==> src/rtl/riscv_hazard_pkg.sv <==
// Shared types and constants for the forwarding / load-use hazard logic.
//   FWD_REGFILE   : forward select value meaning "read operand from regfile"
//   hist_entry_t  : one producer slot in the EX/post-EX history {valid, rd, avail}
//   AVAIL_ALU     : post-EX stage where an ALU result can first be forwarded
//   entry_avail() : availability stage for a load or an ALU producer
package riscv_hazard_pkg;

    localparam int unsigned FWD_REGFILE = 0;

    // Fixed widths so the struct is usable by every parametrisation;
    // rd is zero-extended from ADDR_W, avail holds LOAD_STAGE (<= 15).
    localparam int unsigned HIST_RD_W = 8;
    localparam int unsigned AVAIL_W   = 4;

    localparam logic [AVAIL_W-1:0] AVAIL_ALU = AVAIL_W'(1);

    // valid means "this slot is a producer": real instruction, writes rd, rd != x0
    typedef struct packed {
        logic                 valid;
        logic [HIST_RD_W-1:0] rd;
        logic [AVAIL_W-1:0]   avail;
    } hist_entry_t;

    function automatic logic [AVAIL_W-1:0] entry_avail(input logic        is_load,
                                                        input int unsigned load_stage);
        return is_load ? AVAIL_W'(load_stage) : AVAIL_ALU;
    endfunction

endpackage

==> src/rtl/hazard_src_check.sv <==
// Combinational check of one ID source register against the producer history.
//   rs, rs_used : source register and whether the instruction really reads it
//   hist        : history, hist[0] = instruction currently in EX (distance 1)
//   hazard      : youngest matching producer's result is not yet forwardable
//   sel         : forward source (0 = regfile, k = post-EX stage k)
module hazard_src_check
    import riscv_hazard_pkg::*;
#(
    parameter int unsigned ADDR_W    = 5,
    parameter int unsigned FWD_DEPTH = 2,
    parameter int unsigned SEL_W     = 2
) (
    input  logic [ADDR_W-1:0]               rs,
    input  logic                            rs_used,
    input  hist_entry_t [FWD_DEPTH-1:0]     hist,
    output logic                            hazard,
    output logic [SEL_W-1:0]                sel
);

    logic found;

    // Scan youngest first; the first match decides, older matches are shadowed.
    always_comb begin
        hazard = 1'b0;
        sel    = SEL_W'(FWD_REGFILE);
        found  = 1'b0;
        if (rs_used && (rs != '0)) begin
            for (int unsigned i = 0; i < FWD_DEPTH; i++) begin
                if (!found && hist[i].valid && (hist[i].rd == HIST_RD_W'(rs))) begin
                    found = 1'b1;
                    if (AVAIL_W'(i + 1) < hist[i].avail)
                        hazard = 1'b1;
                    else
                        sel = SEL_W'(i + 1);
                end
            end
        end
    end

endmodule

==> src/rtl/fwd_hazard_unit.sv <==
// Forwarding + load-use hazard unit for an in-order pipeline.
//   clk, reset               : rising-edge clock, synchronous active-high reset
//   id_valid                 : ID holds a real instruction
//   id_rs1/id_rs2, *_used    : ID source registers and whether they are read
//   id_rd, id_reg_write      : ID destination and write enable
//   id_is_load               : ID instruction is a load (result at LOAD_STAGE)
//   ex_flush                 : taken branch, kills the ID and EX instructions
//   Pipeline_stall           : hold PC/IF-ID, bubble into EX (combinational)
//   forwardA/forwardB        : registered operand source for the instruction in EX
module fwd_hazard_unit
    import riscv_hazard_pkg::*;
#(
    parameter  int unsigned ADDR_W     = 5,
    parameter  int unsigned FWD_DEPTH  = 2,
    parameter  int unsigned LOAD_STAGE = 2,
    localparam int unsigned SEL_W      = $clog2(FWD_DEPTH + 1)
) (
    input  logic              clk,
    input  logic              reset,
    input  logic              id_valid,
    input  logic [ADDR_W-1:0] id_rs1,
    input  logic [ADDR_W-1:0] id_rs2,
    input  logic              id_rs1_used,
    input  logic              id_rs2_used,
    input  logic [ADDR_W-1:0] id_rd,
    input  logic              id_reg_write,
    input  logic              id_is_load,
    input  logic              ex_flush,
    output logic              Pipeline_stall,
    output logic [SEL_W-1:0]  forwardA,
    output logic [SEL_W-1:0]  forwardB
);

    hist_entry_t [FWD_DEPTH-1:0] hist;
    hist_entry_t                 id_entry;

    logic             haz_a, haz_b;
    logic [SEL_W-1:0] sel_a, sel_b;
    logic             advance;

    hazard_src_check #(
        .ADDR_W    (ADDR_W),
        .FWD_DEPTH (FWD_DEPTH),
        .SEL_W     (SEL_W)
    ) u_chk_rs1 (
        .rs      (id_rs1),
        .rs_used (id_rs1_used),
        .hist    (hist),
        .hazard  (haz_a),
        .sel     (sel_a)
    );

    hazard_src_check #(
        .ADDR_W    (ADDR_W),
        .FWD_DEPTH (FWD_DEPTH),
        .SEL_W     (SEL_W)
    ) u_chk_rs2 (
        .rs      (id_rs2),
        .rs_used (id_rs2_used),
        .hist    (hist),
        .hazard  (haz_b),
        .sel     (sel_b)
    );

    // Producer-ness (reg_write, rd != x0) is folded into valid at entry time.
    always_comb begin
        id_entry       = '0;
        id_entry.valid = id_reg_write && (id_rd != '0);
        id_entry.rd    = HIST_RD_W'(id_rd);
        id_entry.avail = entry_avail(id_is_load, LOAD_STAGE);
    end

    // Flush overrides stall: the stalled ID instruction is killed anyway.
    assign Pipeline_stall = id_valid && !ex_flush && (haz_a || haz_b);
    assign advance        = id_valid && !ex_flush && !(haz_a || haz_b);

    always_ff @(posedge clk) begin
        if (reset) begin
            hist     <= '0;
            forwardA <= '0;
            forwardB <= '0;
        end else begin
            for (int unsigned i = FWD_DEPTH - 1; i >= 1; i--) begin
                hist[i] <= hist[i-1];
                // The instruction leaving EX on a flush was killed there.
                if ((i == 1) && ex_flush)
                    hist[i].valid <= 1'b0;
            end
            hist[0]  <= advance ? id_entry : '0;
            forwardA <= advance ? sel_a : '0;
            forwardB <= advance ? sel_b : '0;
        end
    end

endmodule

==> config.mk <==
export PLATFORM = sky130hd
export DESIGN_NAME = fwd_hazard_unit
export DESIGN_NICKNAME = d
export VERILOG_FILES = /design/src/rtl/riscv_hazard_pkg.sv /design/src/rtl/hazard_src_check.sv /design/src/rtl/fwd_hazard_unit.sv
export SDC_FILE = /design/constraint.sdc
export NUM_CORES = 1
export LEC_CHECK = 0
export CORE_UTILIZATION = 45
export CTS_CLUSTER_SIZE = 12
export DETAILED_ROUTE_END_ITERATION = 12
export GPL_TIMING_DRIVEN = 0
export PLACE_DENSITY = 0.76
export SKIP_LAST_GASP = 1
export SLEW_MARGIN = 30
export SYNTH_ARGS = -nofsm -noshare
export SYNTH_HDL_FRONTEND = slang
export SYNTH_SLANG_ARGS = --single-unit
==> constraint.sdc <==
create_clock -name clk -period 5.3 [get_ports clk]
set_clock_uncertainty 0.15 [all_clocks]
set_input_delay 0.795 -clock clk [delete_from_list [all_inputs] [get_ports clk]]
set_output_delay 0.795 -clock clk [all_outputs]
set_load 0.03 [all_outputs]
==> impl_metrics.json, run 1 <==
{
  "clock_latency_ns": 0.30,
  "drive_gt1_share_pct": 16.41,
  "crit_path_end_kind": "output port",
  "worst_pin_slew_ns": 0.5880,
  "synthAdderAreaFrac_pct": 0,
  "final_max_slew_viol_count": 0,
  "syn_inst": 97,
  "vias": 822,
  "syn-num-nets": 120,
  "crit_type": "in2out",
  "yosysUniqueCellTypes": 28,
  "clockBufferDepth": 2,
  "arrival_ns": 3.29,
  "yosysTopAreaCell": "dfxtp_1",
  "gr-total-overflow": 0,
  "clk_pin_slew_ns": 0.11,
  "clock-sinks": 20,
  "core_area_um2": 2022,
  "whs_path_depth": 1,
  "io_pins": 28,
  "synth_warnings": 0,
  "min_period_over_period_pct": 79.88,
  "cp_max_fo": 10,
  "power_density_nw_per_um2": 212.9,
  "synth_seq_cells": 20,
  "post_cts.repair.setup_buffers": 0,
  "wl_per_cell_um": 13.56,
  "grt_max_degree": 12,
  "rr_worst_depth": 6,
  "synth_area_leaders": "dfxtp_1 40%, xnor2_1 13%, nor4b_2 7.5%, nor4_2 5.0%, nor2b_1 4.4%",
  "diodes": 0,
  "nets": 152,
  "seq_area_um2": 400.4,
  "hp-class": "reg2reg",
  "portBuffers": 27,
  "yosys.area_share.simple_pct": 33.67,
  "firstDrtPassIters": 5,
  "avgViaCountPerCell": 5.303,
  "relSlewSlack_pct": 60.80,
  "detail-route-antenna-nets": 0,
  "start_kind": "primary input",
  "dieArea_um2": 2414,
  "min_period_ns": 4.234,
  "die_h_um": 49.14,
  "grt.total_usage_pct": 19.30,
  "p_leak_uw": 0.0004341,
  "drc_errors": 0,
  "post-route-util_pct": 66.27,
  "maxCapViolCount": 0,
  "dpl.hpwl_um": 1670,
  "synth_area_um2": 999.7,
  "multiInputGateArea_um2": 569.3,
  "grt_pass1_wl_um": 3519,
  "cts-htree-levels": 1,
  "status": "completed",
  "cts_tree": "built",
  "setup_viol": 0,
  "dieWidth_um": 49.14,
  "initial_core_util_pct": 49.44,
  "hold_buffers": 0,
  "synth_top_family_by_area": "simple AND/OR/NAND/NOR gates",
  "rows": 16,
  "syn_avg_cell_area_um2": 10.31,
  "fin_tns_setup_ns": 0,
  "max_freq_ghz": 0.2362,
  "synth-compound-area-share_pct": 5.757,
  "drt_iter0_drc": 10,
  "cts_buffers": 3,
  "synthMuxAreaShare_pct": 0,
  "hold_viol": 0,
  "post_cts_resized": 0,
  "cp.required_ns": 4.36,
  "fillCellCount": 177,
  "synth_top_area_share_pct": 40.05,
  "vdd_ir_drop_max_uv": 195.4,
  "synth_xor_area_share_pct": 17.52,
  "yosysSeqAreaShare_pct": 40.05,
  "grt_pass1_vias": 818,
  "root_buffer": "clkbuf_4",
  "antenna_found_initial": 0,
  "rsz0062_at_grt": "no",
  "drt-total-wl_um": 2102,
  "place_congestion": 0.7462,
  "area_growth_pct": 34.04
}
synth_stat cells, drive strengths merged:
master and count:
o21a 1, or2 2, clkbuf 1, nor4b 7
or3 2, or4 3, a211oi 1, nand3 5
nor2 1, a21boi 1, or4b 1, inv 2
nor3 6, nor4 5, o21ai 2, xnor2 15
o21ba 1, buf 2, dfxtp 20, nand2 4
o211a 1, nor2b 7, xor2 5, nand2b 2
final timing paths:
check,from,end,slack [ns]
min reg2reg,hist[1],forwardA[0],0.30
max reg2reg,hist[6],forwardB[0],3.34
max,id_rs1[1],Pipeline_stall,1.07
min,hist[1],forwardA[0],0.30
cells by family after synthesis:
family / count (synthesis)
AND/OR/NAND/NOR: 45
XOR/XNOR: 20
flip-flops: 20
AO/OA/AOI/OAI: 7
buffers and inverters: 5
routing by layer:
layer | part of all wire, % | vias up | global-route usage, % | wire length [µm]
li1 | - | 407 | - | -
met1 | 47 | 392 | 22.39 | 978
met2 | 49 | 21 | 34.02 | 1025
met3 | 3.9 | 2 | 5.296 | 83
met4 | 0.67 | 0 | 5.882 | 14
met5 | 0 | - | 0 | 0
registers in the layout (all words and copies together), names as in the netlist:
signal,count
forwardA,2
forwardB,2
hist,16
critical path: stages:
cell             delay (ns)
clkdlybuf4s50_1        0.52
xnor2_1                0.14
nand3_1                0.11
or3_1                  0.38
a211oi_2               0.29
buf_4                  0.25
o21ba_2                0.14
clkdlybuf4s50_1        0.66
where the power goes:
part | internal, µW | leakage (µW) | total (µW) | switching (µW)
registers | 153 | 0.000162 | 155 | 2.28
logic | 25.5 | 0.000251 | 41.6 | 16.1
clock network | 41.9 | 0.0000210 | 88.5 | 46.6
total | 220 | 0.000434 | 285 | 64.9
layout by cell type, fill, tap and decap left out, types with 2 or more instances in the layout:
master and instances:
or4_1 3, clkbuf_4 3, xnor2_1 15, inv_1 2, nor3_1 6, nor4_2 4
nand2_1 4, nor4b_1 2, clkdlybuf4s50_1 27, xor2_1 5, nor4b_2 5, or2_2 2
nand3_1 5, nor2b_1 7, or3_1 2, dfxtp_1 20, nand2b_1 2
layout make-up:
class	instances	area share [%]
plain buffers	3	1.681
clock buffers	4	2.708
inverters	2	0.5602
multi-input cells	72	42.48
flip-flops and latches	20	29.88
well taps	27	2.521
repair buffers	27	20.17
metrics by stage:
stage / power (µW) / cell area, µm² / setup slack (ns) / cells / hold WS [ns]
after floorplan: 175.9 / 999.7 / 2.300 / 97 / 0.2638
after global placement: 199.0 / 1304 / 1.088 / 151 / 0.2759
after detailed placement: 199.8 / 1304 / 1.064 / 151 / 0.2832
after CTS: 286.3 / 1340 / 1.060 / 155 / 0.2986
after global routing: 296.6 / 1340 / 0.9519 / 155 / 0.3285
final: 285.2 / 1340 / 1.066 / 155 / 0.2965
Power figures use the tool's default switching activity.
==> inputs of run 2 (changes only) <==
--- a/config.mk
+++ b/config.mk
@@ -5,11 +5,11 @@
 export SDC_FILE = /design/constraint.sdc
 export NUM_CORES = 1
 export LEC_CHECK = 0
-export CORE_UTILIZATION = 45
+export CORE_UTILIZATION = 42
 export CTS_CLUSTER_SIZE = 12
 export DETAILED_ROUTE_END_ITERATION = 12
 export GPL_TIMING_DRIVEN = 0
-export PLACE_DENSITY = 0.76
+export PLACE_DENSITY = 0.74
 export SKIP_LAST_GASP = 1
 export SLEW_MARGIN = 30
 export SYNTH_ARGS = -nofsm -noshare
==> constraint.sdc (replaced) <==
create_clock -name clk -period 3.6 [get_ports clk]
set_clock_uncertainty 0.15 [all_clocks]
set_input_delay 0.54 -clock clk [delete_from_list [all_inputs] [get_ports clk]]
set_output_delay 0.54 -clock clk [all_outputs]
set_load 0.03 [all_outputs]
==> impl_metrics.json, run 2 (synthesis gave the netlist of run 1 again) <==
{
  "status": "completed",
  "post_cts.repair.setup_buffers": 0,
  "maxCapViolCount": 0,
  "portBuffers": 27,
  "swShare_pct": 23.67,
  "die_h_um": 50.79,
  "dieWidth_um": 50.79,
  "min_period_over_period_pct": 95.28,
  "min_period_ns": 3.430,
  "worst_pin_slew_ns": 0.6167,
  "critPathMaxStageDelay_ns": 0.53,
  "path_delay_family": "buffers and inverters",
  "rsz0062_at_grt": "no",
  "worstPathCellList": "clkdlybuf4s50_1 > xnor2_1 > nand3_1 > or3_1 > a211oi_2 > buf_4 > o21ba_2 > dlygate4sd2_1",
  "initial_core_util_pct": 44.76,
  "post-route-util_pct": 59.38,
  "rows": 17,
  "cp_slowest_cell": "clkdlybuf4s50_1",
  "drt-total-wl_um": 2119,
  "power.internal_uw": 301.6,
  "drive_gt1_share_pct": 15.75,
  "fillCellCount": 200,
  "crit_path_end_kind": "output port",
  "core_area_um2": 2233,
  "power_density_nw_per_um2": 297.9,
  "power_frac_seq_pct": 57.8,
  "start_kind": "primary input",
  "hold_viol": 0,
  "vdd_ir_drop_max_uv": 222.1,
  "drt_iter0_drc": 10,
  "detail-route-antenna-nets": 0,
  "dieArea_um2": 2579,
  "r2r_slack_ns": 1.64,
  "p_leak_uw": 0.0004318,
  "fin_hold_ws_ns": 0.3104,
  "grt_pass1_wl_um": 3594,
  "diodes": 0,
  "combPwrFrac_pct": 15.5,
  "max_freq_ghz": 0.2915,
  "place_congestion": 0.7794,
  "antenna_found_initial": 0,
  "cts-htree-levels": 1,
  "wl_per_cell_um": 13.67,
  "regMostFlops": "hist",
  "instances_no_fill": 155,
  "clock-sinks": 20,
  "dpl.hpwl_um": 1756,
  "cts_tree": "built",
  "relSlewSlack_pct": 58.88,
  "clock_latency_ns": 0.30,
  "hp-class": "reg2reg",
  "layout_common_cells": "26 x clkdlybuf4s50_1, 20 x dfxtp_1, 15 x xnor2_1, 7 x nor2b_1, 6 x nor3_1",
  "p_sw_uw": 93.52,
  "crit_type": "in2out",
  "avgViaCountPerCell": 5.058,
  "setup_viol": 0,
  "post-place-cells": 152,
  "firstDrtPassIters": 3,
  "drc_errors": 0,
  "nets": 152,
  "critical_path_buf_inv_count": 3,
  "top_regs": "hist x16, forwardA x2, forwardB x2",
  "grt_pass1_vias": 811,
  "area_growth_pct": 32.67,
  "io_pins": 28,
  "final_max_slew_viol_count": 0,
  "clkPwrFrac_pct": 26.7,
  "cp_max_fo": 10,
  "grt.total_usage_pct": 19.19,
  "final_common_cell": "clkdlybuf4s50_1",
  "cp.required_ns": 2.91,
  "cts_buffers": 3,
  "gr-total-overflow": 0,
  "root_buffer": "clkbuf_4",
  "clockBufferDepth": 2,
  "clk_pin_slew_ns": 0.11,
  "arrival_ns": 2.74,
  "vias": 784,
  "grt_max_degree": 11,
  "largest_register_ffs": 16
}
==> run 2: per-layer routing <==
metal,track usage (%),up-vias,share of wire (%)
met5,0,-,0
met1,23.66,365,47
met4,4.167,0,0.52
li1,-,403,-
met2,34.22,14,50
met3,3.636,2,2.2
==> run 2: per-stage QoR <==
step	total power (µW)	TNS, ns	setup slack (ns)	cell area (µm²)
2_1_floorplan	259.0	0	1.110	999.7
3_3_place_gp	293.1	-0.1021	-0.1021	1305
3_5_place_dp	294.6	-0.1076	-0.1076	1305
4_1_cts	396.2	0	0.1571	1326
5_1_grt	412.3	0	0.001364	1326
6_report	395.1	0	0.1700	1326
==> run 2: cell type report <==
class | count | area [µm²] | area share, %
plain buffers | 3 | 22.52 | 1.698
clock buffers | 3 | 22.52 | 1.698
inverters | 2 | 7.507 | 0.5660
multi-input cells | 72 | 569.3 | 42.92
flip-flops and latches | 20 | 400.4 | 30.19
well taps | 28 | 35.03 | 2.642
repair buffers | 27 | 269.0 | 20.28
==> run 2: power groups by stage <==
stage	combinational (µW)	sequential (µW)	clock (µW)
after CTS	61.5	228	106
after floorplan	26.5	232	0
after global placement	59.7	233	0
final	61.2	228	106
after detailed placement	61.2	233	0
after global routing	66.7	229	117
==> run 2: final timing paths <==
kind,start,endpoint,depth (start not counted)
max,id_rs1[4],Pipeline_stall,8
min,hist[0],hist[13],1
max reg2reg,hist[5],hist[5],6
min reg2reg,hist[0],hist[13],1
==> run 2: repair_timing <==
item / CTS / global route
setup endpoints to repair: 1 / 0
resized for setup: 1 / 0
hold buffers: 0 / 0
==> inputs of run 3 (changes only) <==
--- a/config.mk
+++ b/config.mk
@@ -5,11 +5,12 @@
 export SDC_FILE = /design/constraint.sdc
 export NUM_CORES = 1
 export LEC_CHECK = 0
-export CORE_UTILIZATION = 42
+export ABC_AREA = 1
+export CORE_UTILIZATION = 43
 export CTS_CLUSTER_SIZE = 12
 export DETAILED_ROUTE_END_ITERATION = 12
 export GPL_TIMING_DRIVEN = 0
-export PLACE_DENSITY = 0.74
+export PLACE_DENSITY = 0.75
 export SKIP_LAST_GASP = 1
 export SLEW_MARGIN = 30
 export SYNTH_ARGS = -nofsm -noshare
==> impl_metrics.json, run 3 <==
{
  "status": "completed",
  "seq_area_um2": 400.4,
  "synth_area_um2": 1071,
  "portBuffers": 26,
  "final_area_um2": 1419,
  "grt.total_usage_pct": 20.21,
  "antenna_found_initial": 0,
  "die_h_um": 51.91,
  "clock-sinks": 20,
  "place_congestion": 0.8633,
  "post_cts.repair.setup_buffers": 0,
  "yosysSeqAreaShare_pct": 37.38,
  "post_dp_cell_area_um2": 1366,
  "worst_slack_ns": 0.1768,
  "fillCellCount": 216,
  "cp_max_fo": 4,
  "dpl_worst_slack_ns": 0.2290,
  "clockBufferDepth": 2,
  "setup_viol": 0,
  "cp-startpoint": "id_rs1[4]",
  "yosysTopAreaCell": "dfxtp_1",
  "grt_pass1_wl_um": 3939,
  "max_freq_ghz": 0.2921,
  "finalPower_uw": 479.0,
  "hp-class": "reg2reg",
  "yosysUniqueCellTypes": 20,
  "p_leak_uw": 0.0006482,
  "dieWidth_um": 51.91,
  "synth_edf_count": 0,
  "power_density_nw_per_um2": 337.6,
  "clock_latency_ns": 0.31,
  "arrival_ns": 2.73,
  "min_period_ns": 3.423,
  "cts_tree": "built",
  "synth_warnings": 0,
  "netlist_top_cells_count": "47 x nand2_1, 27 x inv_1, 24 x nor2_1",
  "clk_pin_slew_ns": 0.12,
  "dpl.hpwl_um": 1920,
  "hp-start": "hist[0]",
  "rsz0062_at_grt": "no",
  "detail-route-antenna-nets": 0,
  "syn_inst": 168,
  "gr-total-overflow": 0,
  "fin_tns_setup_ns": 0,
  "vdd_ir_drop_max_uv": 240.1,
  "wl_per_cell_um": 10.65,
  "crit_type": "in2out",
  "grt_max_degree": 13,
  "cp.required_ns": 2.91,
  "maxCapViolCount": 0,
  "start_kind": "primary input",
  "top_regs": "hist x16, forwardA x2, forwardB x2",
  "crit_path_end_kind": "output port",
  "yosys.cell_count.top_type": "nand2_1",
  "core_area_um2": 2276,
  "cts-htree-levels": 1,
  "largest_register_ffs": 16,
  "reg2reg_from": "hist[20]",
  "vias": 1056,
  "root_buffer": "clkbuf_4",
  "synth_area_leaders": "dfxtp_1 37%, nand2_1 16%, inv_1 9.5%, nor2_1 8.4%, nor2_2 7.6%",
  "diodes": 0,
  "synthArstFlopShare_pct": 0,
  "post_cts_resized": 0,
  "area_growth_pct": 32.48,
  "drt_iter0_drc": 30,
  "io_pins": 28,
  "drive_gt1_share_pct": 14.65,
  "syn_avg_cell_area_um2": 6.375,
  "final_max_slew_viol_count": 0,
  "synth_seq_cells": 20,
  "drt-total-wl_um": 2407,
  "synth_flop_cell": "dfxtp_1",
  "nets": 222,
  "instances_no_fill": 226,
  "post-place-cells": 222,
  "dieArea_um2": 2694,
  "synth_top_area_share_pct": 37.38,
  "grt_pass1_vias": 968,
  "drc_errors": 0,
  "avgViaCountPerCell": 4.673,
  "regMostFlops": "hist",
  "multiInputGateArea_um2": 539.3,
  "initial_core_util_pct": 47.06,
  "hold_buffers": 0,
  "relSlewSlack_pct": 69.97,
  "cts_buffers": 3,
  "layout_common_cells": "47 x nand2_1, 27 x inv_1, 26 x clkdlybuf4s50_1, 24 x nor2_1, 20 x dfxtp_1",
  "firstDrtPassIters": 4,
  "worst_pin_slew_ns": 0.4504,
  "min_period_over_period_pct": 95.09,
  "final_common_cell": "nand2_1",
  "hold_viol": 0,
  "syn-num-nets": 191,
  "rows": 17
}
## run 3: through the flow
step | util [%] | hold WS (ns)
finish | 62.34 | 0.2734
global route | 62.34 | 0.2963
CTS | 62.34 | 0.2781
detailed placement | 60.03 | 0.2594
global placement | 60.03 | 0.2465
floorplan | - | 0.2383
## run 3: cells by family after synthesis
kind of cell	share of synthesized area, %
XOR/XNOR	0.8179
flip-flops	37.38
AO/OA/AOI/OAI	4.672
buffers and inverters	12.27
AND/OR/NAND/NOR	44.86
## run 3: power by group
part	internal [µW]	switching [µW]	total [µW]
clock network	113	72.5	185
registers	225	2.84	228
logic	32.9	33.1	66.0
## run 3: layout make-up
type / instances / area share [%]
inverters: 34 / 8.995
plain buffers: 1 / 0.2646
repair buffers: 26 / 18.34
clock buffers: 3 / 1.587
multi-input cells: 113 / 38.01
flip-flops and latches: 20 / 28.22
well taps: 28 / 2.469
clock inverters: 1 / 2.116
## run 3: critical path: stages
cell and delay (ns):
clkdlybuf4s50_1 0.54, inv_2 0.05, nand2_1 0.05, nand2_1 0.04
nor2_1 0.12, nand3_1 0.14, o21ai_0 0.25, nand2_2 0.14
a21oi_1 0.16, clkdlybuf4s50_1 0.69
## run 3: worst paths after layout
check / slack, ns / end / cells past startpoint
min: 0.27 / hist[13] / 2
max reg2reg: 1.95 / hist[6] / 9
max: 0.18 / Pipeline_stall / 10
min reg2reg: 0.27 / hist[13] / 2
## run 3: layer usage
layer | up-vias | global-route usage [%] | part of all wire [%]
met5 | - | 0 | 0
met4 | 0 | 8.108 | 1.5
met3 | 6 | 3.801 | 4.9
met2 | 29 | 36.75 | 48
met1 | 458 | 22.72 | 45
li1 | 563 | - | -
